File: config.mk
export PLATFORM = sky130hd
export DESIGN_NAME = uart_rx_os_flat
export DESIGN_NICKNAME = d
export VERILOG_FILES = /design/src/rtl/uart_rx_os_if.sv /design/src/rtl/uart_rx_os.sv /design/src/flat_wrapper.sv
export SDC_FILE = /design/constraint.sdc
export NUM_CORES = 1
export LEC_CHECK = 0
export CORE_ASPECT_RATIO = 0.7
export CORE_MARGIN = 3
export CORE_UTILIZATION = 61
export CTS_CLUSTER_DIAMETER = 40
export DETAILED_ROUTE_END_ITERATION = 8
export PLACE_DENSITY_LB_ADDON = 0.25
export SYNTH_ARGS = -nofsm -noshare
export SYNTH_HDL_FRONTEND = slang
export SYNTH_SLANG_ARGS = --single-unit
File: constraint.sdc
create_clock -name clk -period 5.41 [get_ports clk]
set_input_delay 1.623 -clock clk [delete_from_list [all_inputs] [get_ports clk]]
set_output_delay 1.623 -clock clk [all_outputs]
set_load 0.05 [all_outputs]
File: src/rtl/uart_rx_os_if.sv
// Receive-side word handshake between uart_rx_os and its consumer.
//   master : the receiver; drives data_out/data_valid/frame_err/parity_err/overrun, reads data_ready
//   slave  : the consumer; reads the word and status, drives data_ready
interface uart_rx_os_if #(
    parameter int unsigned DATA_BITS = 8
) ();
    logic [DATA_BITS-1:0] data_out;
    logic                 data_valid;
    logic                 data_ready;
    logic                 frame_err;
    logic                 parity_err;
    logic                 overrun;

    modport master (
        output data_out,
        output data_valid,
        output frame_err,
        output parity_err,
        output overrun,
        input  data_ready
    );

    modport slave (
        input  data_out,
        input  data_valid,
        input  frame_err,
        input  parity_err,
        input  overrun,
        output data_ready
    );
endinterface

File: src/rtl/uart_rx_os.sv
// UART receiver with 16x oversampling, 3-sample majority vote per bit, false-start
// rejection, frame/overrun reporting and a one-word valid/ready holding register.
// Optional parity checking is built when UART_RX_PARITY_EN is defined.
// Ports:
//   clk      system clock, rising edge
//   reset_n  asynchronous reset, active low
//   rx       asynchronous serial line, idle high
//   rx_busy  high whenever the receiver is not idle
//   bus      uart_rx_os_if.master: data_out, data_valid, data_ready, frame_err, parity_err, overrun
module uart_rx_os #(
    parameter int unsigned CLK_FREQ   = 50000000,
    parameter int unsigned BAUD_RATE  = 115200,
    parameter int unsigned DATA_BITS  = 8,
    parameter int unsigned STOP_BITS  = 1,
    parameter bit          PARITY_ODD = 1'b0
) (
    input  logic         clk,
    input  logic         reset_n,
    input  logic         rx,
    output logic         rx_busy,
    uart_rx_os_if.master bus
);
    localparam int unsigned OS_DIV = CLK_FREQ / (BAUD_RATE * 16);
    localparam int unsigned OS_W   = (OS_DIV > 1) ? $clog2(OS_DIV) : 1;
    localparam int unsigned CNT_W  = 4;

    typedef enum logic [2:0] {
        S_IDLE,
        S_START,
        S_DATA,
`ifdef UART_RX_PARITY_EN
        S_PARITY,
`endif
        S_STOP,
        S_BREAK
    } state_e;

    state_e state_q, state_d;

    logic                 rx_meta_q, rx_s_q;
    logic [OS_W-1:0]      os_cnt_q;
    logic [CNT_W-1:0]     tcnt_q;
    logic [CNT_W-1:0]     bcnt_q;
    logic                 samp7_q, samp8_q;
    logic [DATA_BITS-1:0] sh_q;
    logic                 ferr_q;
    logic                 commit_q;
    logic                 rx_busy_q;

    logic [DATA_BITS-1:0] dout_q;
    logic                 dv_q, fe_q, pe_q, ov_q;

    logic tick_c, decide_c, bit_end_c, vote_c, accept_c, par_err_c;
    logic shift_en_c, par_cap_c, stop_dec_c, commit_c, bcnt_inc_c, frame_clr_c;

    // Two-flop synchroniser; resets to the idle (high) line level
    always_ff @(posedge clk or negedge reset_n) begin
        if (!reset_n) begin
            rx_meta_q <= 1'b1;
            rx_s_q    <= 1'b1;
        end else begin
            rx_meta_q <= rx;
            rx_s_q    <= rx_meta_q;
        end
    end

    // Oversampling tick generator and 16-tick position within the current bit
    assign tick_c    = (state_q != S_IDLE) && (os_cnt_q == OS_W'(OS_DIV - 1));
    assign decide_c  = tick_c && (tcnt_q == CNT_W'(9));
    assign bit_end_c = tick_c && (tcnt_q == CNT_W'(15));

    always_ff @(posedge clk or negedge reset_n) begin
        if (!reset_n) begin
            os_cnt_q <= '0;
            tcnt_q   <= '0;
        end else if (state_q == S_IDLE) begin
            os_cnt_q <= '0;
            tcnt_q   <= '0;
        end else if (tick_c) begin
            os_cnt_q <= '0;
            tcnt_q   <= tcnt_q + CNT_W'(1);
        end else begin
            os_cnt_q <= os_cnt_q + OS_W'(1);
        end
    end

    // Samples at ticks 7 and 8; the tick-9 sample is taken live at decision time
    always_ff @(posedge clk or negedge reset_n) begin
        if (!reset_n) begin
            samp7_q <= 1'b1;
            samp8_q <= 1'b1;
        end else begin
            if (tick_c && (tcnt_q == CNT_W'(7))) samp7_q <= rx_s_q;
            if (tick_c && (tcnt_q == CNT_W'(8))) samp8_q <= rx_s_q;
        end
    end

    assign vote_c = (samp7_q & samp8_q) | (samp7_q & rx_s_q) | (samp8_q & rx_s_q);

    // State register
    always_ff @(posedge clk or negedge reset_n) begin
        if (!reset_n) state_q <= S_IDLE;
        else          state_q <= state_d;
    end

    // Next-state logic
    always_comb begin
        state_d = state_q;
        case (state_q)
            S_IDLE:   if (!rx_s_q) state_d = S_START;
            S_START: begin
                if (decide_c && vote_c) state_d = S_IDLE;
                else if (bit_end_c)     state_d = S_DATA;
            end
            S_DATA: begin
                if (bit_end_c && (bcnt_q == CNT_W'(DATA_BITS - 1))) begin
`ifdef UART_RX_PARITY_EN
                    state_d = S_PARITY;
`else
                    state_d = S_STOP;
`endif
                end
            end
`ifdef UART_RX_PARITY_EN
            S_PARITY: if (bit_end_c) state_d = S_STOP;
`endif
            S_STOP: begin
                if (decide_c && (bcnt_q == CNT_W'(STOP_BITS - 1)))
                    state_d = vote_c ? S_IDLE : S_BREAK;
            end
            S_BREAK:  if (rx_s_q) state_d = S_IDLE;
            default:  state_d = S_IDLE;
        endcase
    end

    // Per-state datapath controls
    always_comb begin
        shift_en_c  = 1'b0;
        par_cap_c   = 1'b0;
        stop_dec_c  = 1'b0;
        commit_c    = 1'b0;
        bcnt_inc_c  = 1'b0;
        frame_clr_c = 1'b0;
        case (state_q)
            S_IDLE: frame_clr_c = !rx_s_q;
            S_DATA: begin
                shift_en_c = decide_c;
                bcnt_inc_c = bit_end_c;
            end
`ifdef UART_RX_PARITY_EN
            S_PARITY: par_cap_c = decide_c;
`endif
            S_STOP: begin
                stop_dec_c = decide_c;
                bcnt_inc_c = bit_end_c;
                commit_c   = decide_c && (bcnt_q == CNT_W'(STOP_BITS - 1));
            end
            default: ;
        endcase
    end

    // Bit index within the DATA or STOP field; restarts on every state change
    always_ff @(posedge clk or negedge reset_n) begin
        if (!reset_n)               bcnt_q <= '0;
        else if (state_d != state_q) bcnt_q <= '0;
        else if (bcnt_inc_c)         bcnt_q <= bcnt_q + CNT_W'(1);
    end

    // LSB-first shift register, stop-bit error accumulator and commit strobe
    always_ff @(posedge clk or negedge reset_n) begin
        if (!reset_n) begin
            sh_q      <= '0;
            ferr_q    <= 1'b0;
            commit_q  <= 1'b0;
            rx_busy_q <= 1'b0;
        end else begin
            if (shift_en_c) sh_q <= {vote_c, sh_q[DATA_BITS-1:1]};
            if (frame_clr_c)                  ferr_q <= 1'b0;
            else if (stop_dec_c && !vote_c)   ferr_q <= 1'b1;
            commit_q  <= commit_c;
            rx_busy_q <= (state_d != S_IDLE);
        end
    end

`ifdef UART_RX_PARITY_EN
    logic par_bit_q;

    always_ff @(posedge clk or negedge reset_n) begin
        if (!reset_n)       par_bit_q <= 1'b0;
        else if (par_cap_c) par_bit_q <= vote_c;
    end

    assign par_err_c = ((^sh_q) ^ par_bit_q) != PARITY_ODD;
`else
    logic unused_parity_cfg;
    assign unused_parity_cfg = PARITY_ODD ^ par_cap_c;
    assign par_err_c         = 1'b0;
`endif

    // Holding register: a commit while full and not being accepted drops the word
    assign accept_c = dv_q & bus.data_ready;

    always_ff @(posedge clk or negedge reset_n) begin
        if (!reset_n) begin
            dout_q <= '0;
            dv_q   <= 1'b0;
            fe_q   <= 1'b0;
            pe_q   <= 1'b0;
            ov_q   <= 1'b0;
        end else if (commit_q && (!dv_q || accept_c)) begin
            dout_q <= sh_q;
            fe_q   <= ferr_q;
            pe_q   <= par_err_c;
            dv_q   <= 1'b1;
            ov_q   <= 1'b0;
        end else if (commit_q) begin
            ov_q   <= 1'b1;
        end else if (accept_c) begin
            dv_q   <= 1'b0;
            fe_q   <= 1'b0;
            pe_q   <= 1'b0;
            ov_q   <= 1'b0;
        end
    end

    assign bus.data_out   = dout_q;
    assign bus.data_valid = dv_q;
    assign bus.frame_err  = fe_q;
    assign bus.parity_err = pe_q;
    assign bus.overrun    = ov_q;
    assign rx_busy        = rx_busy_q;

endmodule

File: src/flat_wrapper.sv
// flat-port wrapper written by rule: the top's interface ports become plain ports
module uart_rx_os_flat 
#(
    parameter int unsigned CLK_FREQ   = 50000000,
    parameter int unsigned BAUD_RATE  = 115200,
    parameter int unsigned DATA_BITS  = 8,
    parameter int unsigned STOP_BITS  = 1,
    parameter bit          PARITY_ODD = 1'b0
)
  (clk, reset_n, rx, rx_busy, bus_data_out, bus_data_valid, bus_frame_err, bus_parity_err, bus_overrun, bus_data_ready);
  uart_rx_os_if #(.DATA_BITS(DATA_BITS)) bus_i ();
  input  logic clk;
  input  logic reset_n;
  input  logic rx;
  output logic rx_busy;
  output wire logic [$bits(bus_i.data_out)-1:0] bus_data_out;
  output wire logic [$bits(bus_i.data_valid)-1:0] bus_data_valid;
  output wire logic [$bits(bus_i.frame_err)-1:0] bus_frame_err;
  output wire logic [$bits(bus_i.parity_err)-1:0] bus_parity_err;
  output wire logic [$bits(bus_i.overrun)-1:0] bus_overrun;
  input wire logic [$bits(bus_i.data_ready)-1:0] bus_data_ready;
  assign bus_data_out = bus_i.data_out;
  assign bus_data_valid = bus_i.data_valid;
  assign bus_frame_err = bus_i.frame_err;
  assign bus_parity_err = bus_i.parity_err;
  assign bus_overrun = bus_i.overrun;
  assign bus_i.data_ready = bus_data_ready;
  uart_rx_os #(.CLK_FREQ(CLK_FREQ), .BAUD_RATE(BAUD_RATE), .DATA_BITS(DATA_BITS), .STOP_BITS(STOP_BITS), .PARITY_ODD(PARITY_ODD)) u_core (.clk(clk), .reset_n(reset_n), .rx(rx), .rx_busy(rx_busy), .bus(bus_i));
endmodule
==> results.ini, run 1 <==
[placement]
dpl.hpwl_um=2640
gp_congestion=0.869
dp.cells=217
placed_cell_area_um2=2210
port_buffers=15

[final_layout]
finalNetCount=199
final_common_cell=dfrtp_1
seq_area_um2=1060
final-instance-count-excl-fill=225
layout-drive-gt1-share_pct=20.1
fillCellCount=189
final_cell_mix=dfrtp_1 (38), clkdlybuf4s50_1 (14), nand2_1 (10), mux2_2 (10), nor2_1 (9)
num_antenna_cells=0
fin_area_um2=2300
areaGrowthSynthToFinish_pct=11.3
multi_input_area_um2=933

[detailed_routing]
wl_um=3730
via_per_inst=6.00
wl_per_cell_um=16.6
dr_total_vias=1350
drt_iter0_markers=83
detail-route-antenna-nets=0
drc=0
drtPass1Iterations=4

[timing]
max_freq_mhz=319
setup_viol=0
period_share_pct=57.9
skew_ns=0.00625
rsz0062_at_grt=false
relSlewSlack_pct=40.0
worst_pin_slew_ns=0.900
slew_viol_final=0
timing.setup.tns_ns=0
fin_crit_ns=3.13
hold_viol_final=0

[outcome]
outcome=finished clean

[die]
coreArea_um2=3000
io_pins=17
initial_core_util_pct=68.8
dieArea_um2=4130
die_h_um=54.7
dieWidth_um=75.5
fp-row-count=16

[hold_path]
hold_end=u_core.rx_s_q
hp-start=u_core.rx_meta_q
holdPathStages=0
hold_class=register to register

[critical_path]
endpoint_kind=output port
r2r-start=u_core.os_cnt_q[0]
regToRegEndpoint=u_core.sh_q[6]
critPathTopFamily=buffers and inverters
cpPeakStageDelay_ns=0.82
r2r_slack_ns=3.17
cp.required_ns=3.79
crit_arrival_ns=1.51
crit_fanout=5
cp.depth=1
path_class=register to output port
reg2reg_depth=6
cp_cell_sequence=clkdlybuf4s50_1
crit_slowest_cell=clkdlybuf4s50_1
critPathLaunchType=register
crit_buf_inv=1

[synthesis]
synth_fp_nets=185
synth_area_um2=2060
synth_top_area_share_pct=46.1
syn_avg_cell_area_um2=11.9
ys_top_cells_by_area=dfrtp_1 (46%), mux2_4 (5.8%), mux2_2 (5.5%)
synth-seq-cells=42
synthDistinctLibCells=46
yosys.area.top_type=dfrtp_1
yosysWarningCount=0
ys_seq_area_share_pct=51.2
synth_cells=174

[power]
p_total_uw=527
peakVddDrop_mv=0.197
p_per_area_nw_per_um2=229
p_leak_nw=1.07

[clocking]
cts_buffers=5
ctsResizeCount=0
cts_htree_levels=2
cts_hold_buf=0
post-cts-setup-buffers=0
cts_tree=built
cts.path.max_buffers=2
clock_sinks=42
cts_root_buffer=clkbuf_8
clkTransAtPathRegs_ns=0.07
clk_latency_ns=0.28

[global_route]
antenna_found_initial=0
grt-ovfl-total=0
grtUsageMet1_pct=29.6
grt_pass1_vias=1325
grt_max_degree=43
use_met2_pct=32.2
track_usage_pct=21.1
grt-busiest-layer=met2
grt_use_met3_pct=5.87
grt_pass1_wl_um=6420

[flow_run]
cap_viol_max_count=0

## logic make-up (layout without fill, tap and decap cells)
| group | Yosys count | count (layout) | share of synthesized area (%) |
|---|---|---|---|
| other | 1 | 1 | 0.182 |
| buffers and inverters | 15 | 30 | 3.64 |
| adder cells (fa/ha/maj) | 8 | 8 | 4.73 |
| multiplexers | 21 | 21 | 12.7 |
| AO/OA/AOI/OAI | 17 | 17 | 5.64 |
| XOR/XNOR | 9 | 9 | 3.82 |
| flip-flops | 42 | 42 | 51.2 |
| AND/OR/NAND/NOR | 61 | 61 | 18.1 |
## flip-flops by register name (all words and copies together), names as in the netlist
| name | count |
|---|---|
| u_core.tcnt_q | 4 |
| u_core.rx_busy | 1 |
| u_core.bus.overrun | 1 |
| u_core.samp7_q | 1 |
| u_core.os_cnt_q | 5 |
| u_core.bus.frame_err | 1 |
| u_core.state_q | 3 |
| u_core.bcnt_q | 4 |
| u_core.rx_s_q | 1 |
| u_core.commit_q | 1 |
| u_core.samp8_q | 1 |
| u_core.rx_meta_q | 1 |
| u_core.sh_q | 8 |
| u_core.bus.data_out | 8 |
| u_core.bus.data_valid | 1 |
| u_core.ferr_q | 1 |
## power by group
group | switching, mW | internal [mW]
logic | 0.00753 | 0.00166
clock network | 0.0990 | 0.103
registers | 0.000756 | 0.315
## Yosys cell counts, drive strengths merged
library cell and number:
o221ai 1, a211oi 4, xor2 5, ha 7
dfstp 4, nor3 3, nor4 3, nand3 5
nor2 9, buf 6, inv 7, nand2 11
a22oi 2, and3b 1, a31oi 2, xnor2 4
dfrtp 38, nand2b 3, a21o 1, maj3 1
a21oi 4, mux2 18, or2 2, nor2b 2
o21ai 1, or4 1, o2bb2ai 1, nand4b 3
or3b 1, and4b 1, mux2i 3, clkbuf 2
conb 1, nor3b 2, o22a 1, and3 3
nand3b 2, nand4 5, or3 4
## through the flow
stage	worst slack, ns	util (%)	hold slack [ns]
3_5_place_dp	2.32	73.5	0.355
2_1_floorplan	2.92	-	0.345
6_report	2.28	76.5	0.364
4_1_cts	2.27	76.5	0.365
5_1_grt	2.23	76.5	0.365
3_3_place_gp	2.39	73.5	0.348
## worst max-delay path by stage
stage | slack [ns] | endpoint | start
after floorplan | 2.92 | u_core.bus.data_out[0] | bus_data_ready
after global placement | 2.39 | u_core.bus.data_out[6] | bus_data_ready
after detailed placement | 2.32 | u_core.bus.data_out[5] | bus_data_ready
after CTS | 2.27 | bus_data_valid | u_core.bus.data_valid
after global routing | 2.23 | bus_data_valid | u_core.bus.data_valid
final | 2.28 | bus_data_valid | u_core.bus.data_valid
## layout make-up
type	instances	share of cell area, %
Sequential cell	42	46.0
Clock buffer	7	3.76
Clock inverter	1	0.218
Tap cell	36	1.96
Timing Repair Buffer	15	6.32
Inverter	7	1.14
Multi-Input combinational cell	117	40.6
## routing by layer
| layer | routed length (um) | vias up |
|---|---|---|
| met2 | 1690 | 38 |
| met5 | 0 | - |
| met1 | 1820 | 667 |
| met4 | 33 | 0 |
| li1 | - | 641 |
| met3 | 188 | 4 |
No activity file was read; power rests on OpenSTA's default activity.
==> run 2, diff against run 1 <==
--- a/config.mk
+++ b/config.mk
@@ -7,7 +7,7 @@
 export LEC_CHECK = 0
 export CORE_ASPECT_RATIO = 0.7
 export CORE_MARGIN = 3
-export CORE_UTILIZATION = 61
+export CORE_UTILIZATION = 57
 export CTS_CLUSTER_DIAMETER = 40
 export DETAILED_ROUTE_END_ITERATION = 8
 export PLACE_DENSITY_LB_ADDON = 0.25
==> constraint.sdc (replaced) <==
create_clock -name clk -period 3.2 [get_ports clk]
set_input_delay 0.96 -clock clk [delete_from_list [all_inputs] [get_ports clk]]
set_output_delay 0.96 -clock clk [all_outputs]
set_load 0.05 [all_outputs]
==> results.ini, run 2 (synthesis results as in run 1) <==
[outcome]
outcome=finished clean

[final_layout]
final_cell_mix=dfrtp_1 (38), clkdlybuf4s50_1 (14), nand2_1 (10), mux2_2 (10), nor2_1 (9)
finalNetCount=199
final_common_cell=dfrtp_1
areaGrowthSynthToFinish_pct=13.0
fin_area_um2=2330
layout-drive-gt1-share_pct=20.2
num_antenna_cells=0

[detailed_routing]
via_per_inst=5.87
wl_per_cell_um=15.9
drc=0
detail-route-antenna-nets=0
drtPass1Iterations=4
dr_total_vias=1380
wl_um=3730
drt_iter0_markers=134

[placement]
placed_cell_area_um2=2220
dpl.hpwl_um=2650
gp_congestion=0.853
port_buffers=15

[clocking]
cts_tree=built
post-cts-setup-buffers=0
ctsResizeCount=0
cts_htree_levels=2
cts_hold_buf=0
cts_buffers=5
clkTransAtPathRegs_ns=0.08
clock_sinks=42
clk_latency_ns=0.30
cts.path.max_buffers=2
cts_root_buffer=clkbuf_8

[timing]
hold_viol_final=0
period_share_pct=78.4
skew_ns=0.00875
rsz0062_at_grt=false
relSlewSlack_pct=40.8
setup_viol=0
timing.setup.tns_ns=0
worst_pin_slew_ns=0.888
max_freq_mhz=399
fin_crit_ns=2.51
slew_viol_final=0

[global_route]
grt_max_degree=43
grt_pass1_wl_um=6690
grt-ovfl-total=0
grt_pass1_vias=1403
track_usage_pct=19.4
antenna_found_initial=0

[flow_run]
cap_viol_max_count=0

[power]
p_per_area_nw_per_um2=415
peakVddDrop_mv=0.323
p_total_uw=968
p_leak_nw=1.07

[critical_path]
crit_buf_inv=1
cpPeakStageDelay_ns=0.83
crit_fanout=5
r2r_slack_ns=0.93
endpoint_kind=output port
crit_arrival_ns=1.55
crit_slowest_cell=clkdlybuf4s50_1
cp_cell_sequence=clkdlybuf4s50_1
critPathTopFamily=buffers and inverters
path_class=register to output port
cp.required_ns=2.24
critPathLaunchType=register

[die]
dieWidth_um=77.9
fp-row-count=17
initial_core_util_pct=62.6
coreArea_um2=3300
dieArea_um2=4390
io_pins=17
die_h_um=56.4

[hold_path]
hold_class=register to register

## run 2: cell types whose count changed in the layout (fill, tap and decap cells not counted), sizes merged
cell | previous run | this run
bufinv | 0 | 1
clkbuf | 7 | 6
clkinv | 1 | 0
## run 2: per-layer routing
| layer | vias to the layer above | share of wire (%) | global-route usage, % |
|---|---|---|---|
| met4 | 0 | 1.4 | 6.73 |
| li1 | 638 | - | - |
| met5 | - | 0 | 0 |
| met2 | 37 | 45 | 29.4 |
| met3 | 8 | 5.7 | 4.65 |
| met1 | 697 | 48 | 27.4 |
## run 2: layout make-up
cell class,instances,area (um2)
fillers,241,965
repair buffers,15,145
flip-flops and latches,42,1060
inverters,7,26.3
well taps,47,58.8
multi-input cells,117,933
clock inverters,1,30.0
clock buffers,6,82.6
## run 2: path summary, 6_finish.rpt
kind	start	end	cells past startpoint
min reg2reg	u_core.rx_meta_q	u_core.rx_s_q	0
max reg2reg	u_core.os_cnt_q[0]	u_core.sh_q[4]	6
min in group asynchronous	reset_n	u_core.bus.data_valid	1
max in group asynchronous	reset_n	u_core.bcnt_q[1]	1
max	u_core.bus.data_valid	bus_data_valid	1
min	u_core.rx_meta_q	u_core.rx_s_q	0
## run 2: per-stage QoR
step | hold slack [ns] | cells | worst slack, ns | util (%)
after floorplan | 0.345 | 174 | 1.37 | -
after global placement | 0.347 | 228 | 0.856 | 67.3
after detailed placement | 0.353 | 228 | 0.807 | 67.3
after CTS | 0.367 | 235 | 0.678 | 70.7
after global routing | 0.371 | 235 | 0.628 | 70.7
final | 0.367 | 235 | 0.691 | 70.7
## run 2: where the power goes
group	internal [mW]	switching [mW]	leakage [nW]
registers	0.533	0.00124	0.532
logic	0.00281	0.0126	0.485
clock network	0.249	0.169	0.0573
total	0.785	0.183	1.07
==> run 3, diff against run 2 <==
--- a/config.mk
+++ b/config.mk
@@ -7,7 +7,7 @@
 export LEC_CHECK = 0
 export CORE_ASPECT_RATIO = 0.7
 export CORE_MARGIN = 3
-export CORE_UTILIZATION = 57
+export CORE_UTILIZATION = 51
 export CTS_CLUSTER_DIAMETER = 40
 export DETAILED_ROUTE_END_ITERATION = 8
 export PLACE_DENSITY_LB_ADDON = 0.25
==> constraint.sdc (replaced) <==
create_clock -name clk -period 2.14 [get_ports clk]
set_input_delay 0.642 -clock clk [delete_from_list [all_inputs] [get_ports clk]]
set_output_delay 0.642 -clock clk [all_outputs]
set_load 0.05 [all_outputs]
==> results.ini, run 3 (synthesis results as in run 1) <==
[clocking]
ctsResizeCount=0
clk_latency_ns=0.29
clkTransAtPathRegs_ns=0.07
cts_htree_levels=2
cts.path.max_buffers=2
cts_root_buffer=clkbuf_8
clock_sinks=42
cts_hold_buf=0
cts_tree=built
post-cts-setup-buffers=0
cts_buffers=5

[critical_path]
startpoint=u_core.bus.overrun
cp.depth=1
reg2reg_depth=7
crit_slowest_cell=clkdlybuf4s50_1
cpPeakStageDelay_ns=0.80
critPathLaunchType=register
regToRegEndpoint=u_core.sh_q[5]
crit_arrival_ns=1.44
endpoint_kind=output port
path_class=register to output port
crit_buf_inv=1
critPathTopFamily=buffers and inverters
cp.required_ns=1.50
crit_fanout=2
endpoint=bus_overrun
r2r-start=u_core.tcnt_q[1]
cp_cell_sequence=clkdlybuf4s50_1
r2r_slack_ns=0.13

[final_layout]
layout-drive-gt1-share_pct=27.2
finish.utilization_pct=63.3
fin_area_um2=2340
final_common_cell=dfrtp_1
num_antenna_cells=0
seq_area_um2=1060
fillCellCount=295
multi_input_area_um2=933
final_cell_mix=dfrtp_1 (38), buf_4 (15), nand2_1 (10), mux2_2 (10), nor2_1 (9)
finalNetCount=205
areaGrowthSynthToFinish_pct=13.2

[global_route]
grt_max_degree=43
grt_pass1_wl_um=6440
track_usage_pct=17.7
grt_pass1_vias=1411
antenna_found_initial=0
grt-ovfl-total=0

[timing]
relSlewSlack_pct=60.4
worst_pin_slew_ns=0.591
hold_viol_final=0
skew_ns=0.00313
setup_viol=0
slew_viol_final=0
timing.setup.tns_ns=0
period_share_pct=97.3
max_freq_mhz=480
rsz0062_at_grt=false
fin_crit_ns=2.08
finalWorstSetupSlack_ns=0.0577

[power]
p_per_area_nw_per_um2=572
p_leak_nw=1.11
p_total_mw=1.34
peakVddDrop_mv=0.511

[placement]
gp_congestion=0.790
pre_cts_ws_ns=0.00237
dpl.hpwl_um=2680
port_buffers=15
placed_cell_area_um2=2250

[outcome]
outcome=finished clean

[die]
initial_core_util_pct=55.9
die_h_um=59.2
dieArea_um2=4860
fp-row-count=18
coreArea_um2=3690
io_pins=17
dieWidth_um=82.0

[detailed_routing]
drt_iter0_markers=174
drc=0
wl_per_cell_um=15.0
via_per_inst=5.58
dr_total_vias=1366
drtPass1Iterations=4
detail-route-antenna-nets=0
wl_um=3680

[hold_path]
hold_class=register to register

[flow_run]
cap_viol_max_count=0

## run 3: through the flow
stage | hold slack (ns) | cells
5_1_grt | 0.361 | 245
3_3_place_gp | 0.347 | 237
4_1_cts | 0.359 | 245
3_5_place_dp | 0.348 | 237
6_report | 0.358 | 245
2_1_floorplan | 0.345 | 174
## run 3: worst min path at each step
stage                           from  cells after the start  slack, ns                to
detailed placement  u_core.rx_meta_q                      0       0.35     u_core.rx_s_q
global route        u_core.rx_meta_q                      0       0.36     u_core.rx_s_q
finish              u_core.rx_meta_q                      0       0.36     u_core.rx_s_q
global placement    u_core.rx_meta_q                      0       0.35     u_core.rx_s_q
CTS                 u_core.rx_meta_q                      0       0.36     u_core.rx_s_q
floorplan                    reset_n                      0       0.35  u_core.bcnt_q[0]
## run 3: final cells by class
type | count | share of cell area (%)
Sequential cell | 42 | 45.2
Multi-Input combinational cell | 117 | 39.9
Timing Repair Buffer | 21 | 7.17
Clock buffer | 7 | 3.69
Tap cell | 50 | 2.68
Inverter | 7 | 1.12
Clock inverter | 1 | 0.214
## run 3: per-layer routing
layer / up-vias / global-route usage [%] / wire length [um]
met5: - / 0 / 0
met4: 0 / 7.35 / 40
met3: 5 / 5.62 / 162
met2: 28 / 27.3 / 1730
met1: 679 / 23.4 / 1750
li1: 654 / - / -
## run 3: where the power goes
| group | total, mW | internal, mW | switching, mW |
|---|---|---|---|
| logic | 0.0246 | 0.00539 | 0.0192 |
| registers | 0.798 | 0.797 | 0.00159 |
| clock network | 0.513 | 0.260 | 0.253 |
| total | 1.34 | 1.06 | 0.274 |
## run 3: worst reg2reg max path, cell delays in order (launching register included)
cell and delay, ns:
dfrtp_1 0.42, inv_1 0.10, ha_1 0.15, and3b_1 0.29, nand2_2 0.09, or3_1 0.34
buf_4 0.19, mux2_4 0.31
==> variant 1 (settings of run 3) <==
`CLK_FREQ` is set to 50000000 in 2 places; all go to 25000000.
--- a/src/rtl/uart_rx_os.sv
+++ b/src/rtl/uart_rx_os.sv
@@ -10,3 +10,3 @@
 module uart_rx_os #(
-    parameter int unsigned CLK_FREQ   = 50000000,
+    parameter int unsigned CLK_FREQ   = 25000000,
     parameter int unsigned BAUD_RATE  = 115200,
--- a/src/flat_wrapper.sv
+++ b/src/flat_wrapper.sv
@@ -3,3 +3,3 @@
 #(
-    parameter int unsigned CLK_FREQ   = 50000000,
+    parameter int unsigned CLK_FREQ   = 25000000,
     parameter int unsigned BAUD_RATE  = 115200,
Formal check against the unedited RTL: same outputs for any inputs over 10 cycles, from zero or initial values and one cycle with reset_n low; that may be too few to reach the edited logic, so the function may still have changed.
==> variant 1 against run 3 <==
- register-to-register slack hardly changed
- count of clock-buffer cells in the layout unchanged
- critical path type unchanged
- sequential cell count shrank 1
- worst setup slack worse by 0.0090 ns
- utilization down 0.86 points
- area after synthesis down 4.4%
- largest power group unchanged
- non-clock buffer count rose by 1
- routed wire length fell by 7.9%
- cell area fell by 3.2%
- power grew 7.5%
- highest routed layer unchanged
- via count down 3.1%
- die area shrank 4.0%
==> variant 1: results (changes against run 3) <==
metric;value;unit;change
status;complete, no violations;;
cpLargestDelayFamily;buffers and inverters;;
drtIter0Drc;70;;-60%
syn-num-nets;183;;-1.1%
synthTopCellsByArea;dfrtp_1 47%, mux2_2 10%, dfstp_2 5.3%;;
viasPerCell;5.43;;-2.7%
yosysUniqueCellTypes;43;;-6.5%
fin_hold_ws;0.360;ns;+0.00204 ns
drive_gt1_share;25.8;%;-1.4 points
fin_worst_skew;0.00703;ns;+0.00390 ns
grt_pass1_wl;5680;um;-12%
cp-startpoint;u_core.bus.data_out[1];;
fin_nets;204;;-0.49%
synth_sequential_area_ratio;52.3;%;+1.1 points
io_buffers;15;;unchanged
post_drt_wl_per_cell;13.9;um;-7.6%
gp_congestion;0.879;;+11%
dr.pass1.iters;4;;unchanged
clk_pin_slew;0.08;ns;
internal_power;1.16;mW;+9.5%
leakagePower;1.07;nW;-3.5%
r2r_start;u_core.os_cnt_q[0];;
num_antenna_cells;0;;unchanged
critPathCapture;bus_data_out[1];;
root_buffer;clkbuf_8;;
grt_pass1_vias;1256;;-11%
r2r-end;u_core.bcnt_q[1];;
ys_top_cells_by_count;37 x dfrtp_1, 18 x mux2_2, 13 x nand2_1, 13 x nor2_1, 10 x inv_1;;
max_slew.worst_pin.slew;0.508;ns;-0.0831 ns
grt_util_all_layers;16.2;%;-1.5 points
place_area;0.00214;sq mm;-4.7%
grt_max_degree;42;;-2.3%
dp_hpwl;2440;um;-9.0%
ir_drop;0.534;mV;+4.4%
-- variant 1: routing by layer --
metal | vias to the layer above | GRT usage [%] | share of wire, %
li1 | 637 | - | -
met1 | 640 | 21.0 | 47
met2 | 40 | 24.4 | 46
met3 | 7 | 4.19 | 4.3
met4 | 0 | 10.1 | 2.0
met5 | - | 0 | 0
-- variant 1: power groups by stage --
stage | Sequential (mW) | Clock, mW | Combinational, mW
final | 0.780 | 0.632 | 0.0243
after global routing | 0.780 | 0.680 | 0.0278
after CTS | 0.780 | 0.644 | 0.0255
after detailed placement | 0.795 | 0 | 0.0254
after global placement | 0.795 | 0 | 0.0246
after floorplan | 0.794 | 0 | 0.00556
-- variant 1: layout make-up --
type / instances / area, sq um
tap: 50 / 62.6
timing repair buffer: 22 / 185
sequential: 41 / 1030
multi-input combinational: 113 / 831
inverter: 10 / 37.5
clock buffer: 7 / 86.3
fill: 285 / 1360
clock inverter: 1 / 30.0
-- variant 1: repair_timing --
| item | in CTS | in global routing |
|---|---|---|
| setup endpoints to repair | 0 | 6 |
| gates resized for setup | 0 | 2 |
| hold buffers | 0 | 0 |
-- variant 1: cell families after synthesis --
family                   synth area share [%]
AND/OR/NAND/NOR                          16.0
XOR/XNOR                                 2.66
multiplexers                             11.8
other                                   0.190
adder cells (fa/ha/maj)                  4.95
buffers and inverters                    5.90
AO/OA/AOI/OAI                            6.28
flip-flops                               52.3
-- variant 1: per-stage QoR --
stage               worst slack, ns  std cells
finish                       0.0487        244
global placement              0.111        236
global route                0.00894        244
CTS                          0.0310        244
floorplan                     0.226        172
detailed placement           0.0469        236
==> variant 2 (settings of run 3) <==
Made on the original files. Compare `tcnt_q` against `CNT_W'(9)` with >= in place of ==.
--- a/src/rtl/uart_rx_os.sv
+++ b/src/rtl/uart_rx_os.sv
@@ -68,3 +68,3 @@
     assign tick_c    = (state_q != S_IDLE) && (os_cnt_q == OS_W'(OS_DIV - 1));
-    assign decide_c  = tick_c && (tcnt_q == CNT_W'(9));
+    assign decide_c  = tick_c && (tcnt_q >= CNT_W'(9));
     assign bit_end_c = tick_c && (tcnt_q == CNT_W'(15));
Formal check against the unedited RTL: no difference found for any inputs over 10 cycles, from zero or initial values and one cycle with reset_n low; that may be too few to reach the edited logic, so the function may still have changed.
==> variant 2 against run 3 <==
- global-route usage fell by 0.87 points
- routed wire length fell by 6.4%
- sequential cell count did not move
- cell area fell by 1.0%
- clock skew rose by 0.0011 ns
- non-clock buffer count fell by 4
- synthesized cell count fell by 2.9%
- clock power rose by 19%
- register-to-register slack improved by 0.03 ns
- sequential power barely moved
- power rose by 7.2%
- area after synthesis fell by 1.9%
- worst setup slack improved by 0.036 ns
- via count fell by 4.9%
- critical path type unchanged
- critical endpoint is now rx_busy
- largest cell class unchanged
- highest routed layer unchanged
==> variant 2: results (changes against run 3) <==
metric;value;unit;change
status;complete, no violations;;
wirelength;3450;um;-6.4%
dp.cells;231;;-2.5%
grt_util_all_layers;16.9;%;-0.87 points
ys_top_cells_by_count;38 x dfrtp_1, 12 x mux2_1, 12 x nand2_1, 12 x nor2_1;;
crit_slowest_cell;clkdlybuf4s50_1;;
hold_path.class;reg -> reg;;
power_density;619;mW/mm^2;+8.3%
synthCells;169;;-2.9%
yosysUniqueCellTypes;50;;+8.7%
p_clk;608;uW;+19%
clock_path_buffers;2;;unchanged
cp_max_fo;1;;-1
crit_arrival;1.40;ns;-0.04 ns
dr.pass1.iters;4;;unchanged
vias;1299;;-4.9%
root_buffer;clkbuf_8;;
clk_pin_slew;0.08;ns;
io_buffers;15;;unchanged
num_antenna_cells;0;;unchanged
numCtsBuffers;5;;unchanged
cpPeakStageDelay;0.79;ns;
leakagePower;1.13;nW;+2.0%
clock_latency;0.29;ns;about the same
drive_gt1_share;22.8;%;-4.4 points
grt_max_degree;43;;unchanged
dp_hpwl;2590;um;-3.5%
ys_warn_count;0;;unchanged
htreeDepth;2;;unchanged
stdcell_count;239;;-2.4%
cpLargestDelayFamily;buffers and inverters;;
syn-num-nets;181;;-2.2%
comb_power;25.1;uW;+2%
async_flop_share;100;%;unchanged
place_area;0.00219;sq mm;-2.6%
fin_worst_skew;0.00421;ns;+0.00108 ns
fin_nets;200;;-2.4%
grt_antenna_before_repair;0;;unchanged
fmax;489;MHz;+1.8%
drtIter0Drc;51;;-71%
fin_hold_ws;0.359;ns;+0.000955 ns
grt_pass1_wl;6060;um;-6.0%
synth_sequential_area_ratio;52.2;%;+1.0 points
ir_drop;0.352;mV;-31%
switching_share;20.0;%;-0.49 points
rrSetupSlack;0.16;ns;+0.03 ns
pre_cts_ws;0.0462;ns;+0.0438 ns
synthTopCellsByArea;dfrtp_1 47%, mux2_1 6.7%, dfstp_2 5.2%;;
relSlewSlack;66.1;%;+5.7 points
gp_congestion;0.810;;+2.4%
setup_tns;0;ns;unchanged
==> variant 2: cell types whose count changed in the layout (fill, tap and decap cells not counted), sizes merged, moves of 3 or more <==
cell    delta
a211oi     -4
or3        -3
nor3       +4
nor2       +5
buf        -4
==> variant 2: routing by layer <==
layer / routed length [um] / global-route usage [%] / vias up
li1: - / - / 631
met1: 1610 / 22.9 / 638
met2: 1640 / 25.5 / 22
met3: 137 / 4.59 / 8
met4: 56 / 7.23 / 0
met5: 0 / 0 / -
==> variant 2: worst paths after layout <==
check                                 start                to  depth (start not counted)
hold / removal             u_core.rx_meta_q     u_core.rx_s_q                          0
max in group asynchronous           reset_n    u_core.samp8_q                          2
min in group asynchronous           reset_n    u_core.sh_q[1]                          2
setup reg to reg           u_core.tcnt_q[0]  u_core.bcnt_q[0]                          7
setup / recovery             u_core.rx_busy           rx_busy                          1
hold reg to reg            u_core.rx_meta_q     u_core.rx_s_q                          0
==> variant 2: layout make-up <==
| cell class | count | area, sq um |
|---|---|---|
| Fill cell | 276 | 1360 |
| Multi-Input combinational cell | 114 | 913 |
| Clock buffer | 5 | 68.8 |
| Timing Repair Buffer | 17 | 143 |
| Inverter | 8 | 30.0 |
| Clock inverter | 3 | 40.0 |
| Tap cell | 50 | 62.6 |
| Sequential cell | 42 | 1060 |
==> variant 2: cells by family after synthesis <==
logic type	after synthesis	synth area share, %
AND/OR/NAND/NOR	61	18.9
flip-flops	42	52.2
multiplexers	21	11.5
AO/OA/AOI/OAI	14	5.01
buffers and inverters	13	3.34
adder cells (fa/ha/maj)	9	5.44
XOR/XNOR	8	3.46
other	1	0.185
==> variant 2: what timing repair did <==
action / in CTS / in global routing
resized for setup: 0 / 4
setup buffers: 0 / 0
setup endpoints to repair: 0 / 7
hold buffers: 0 / 0
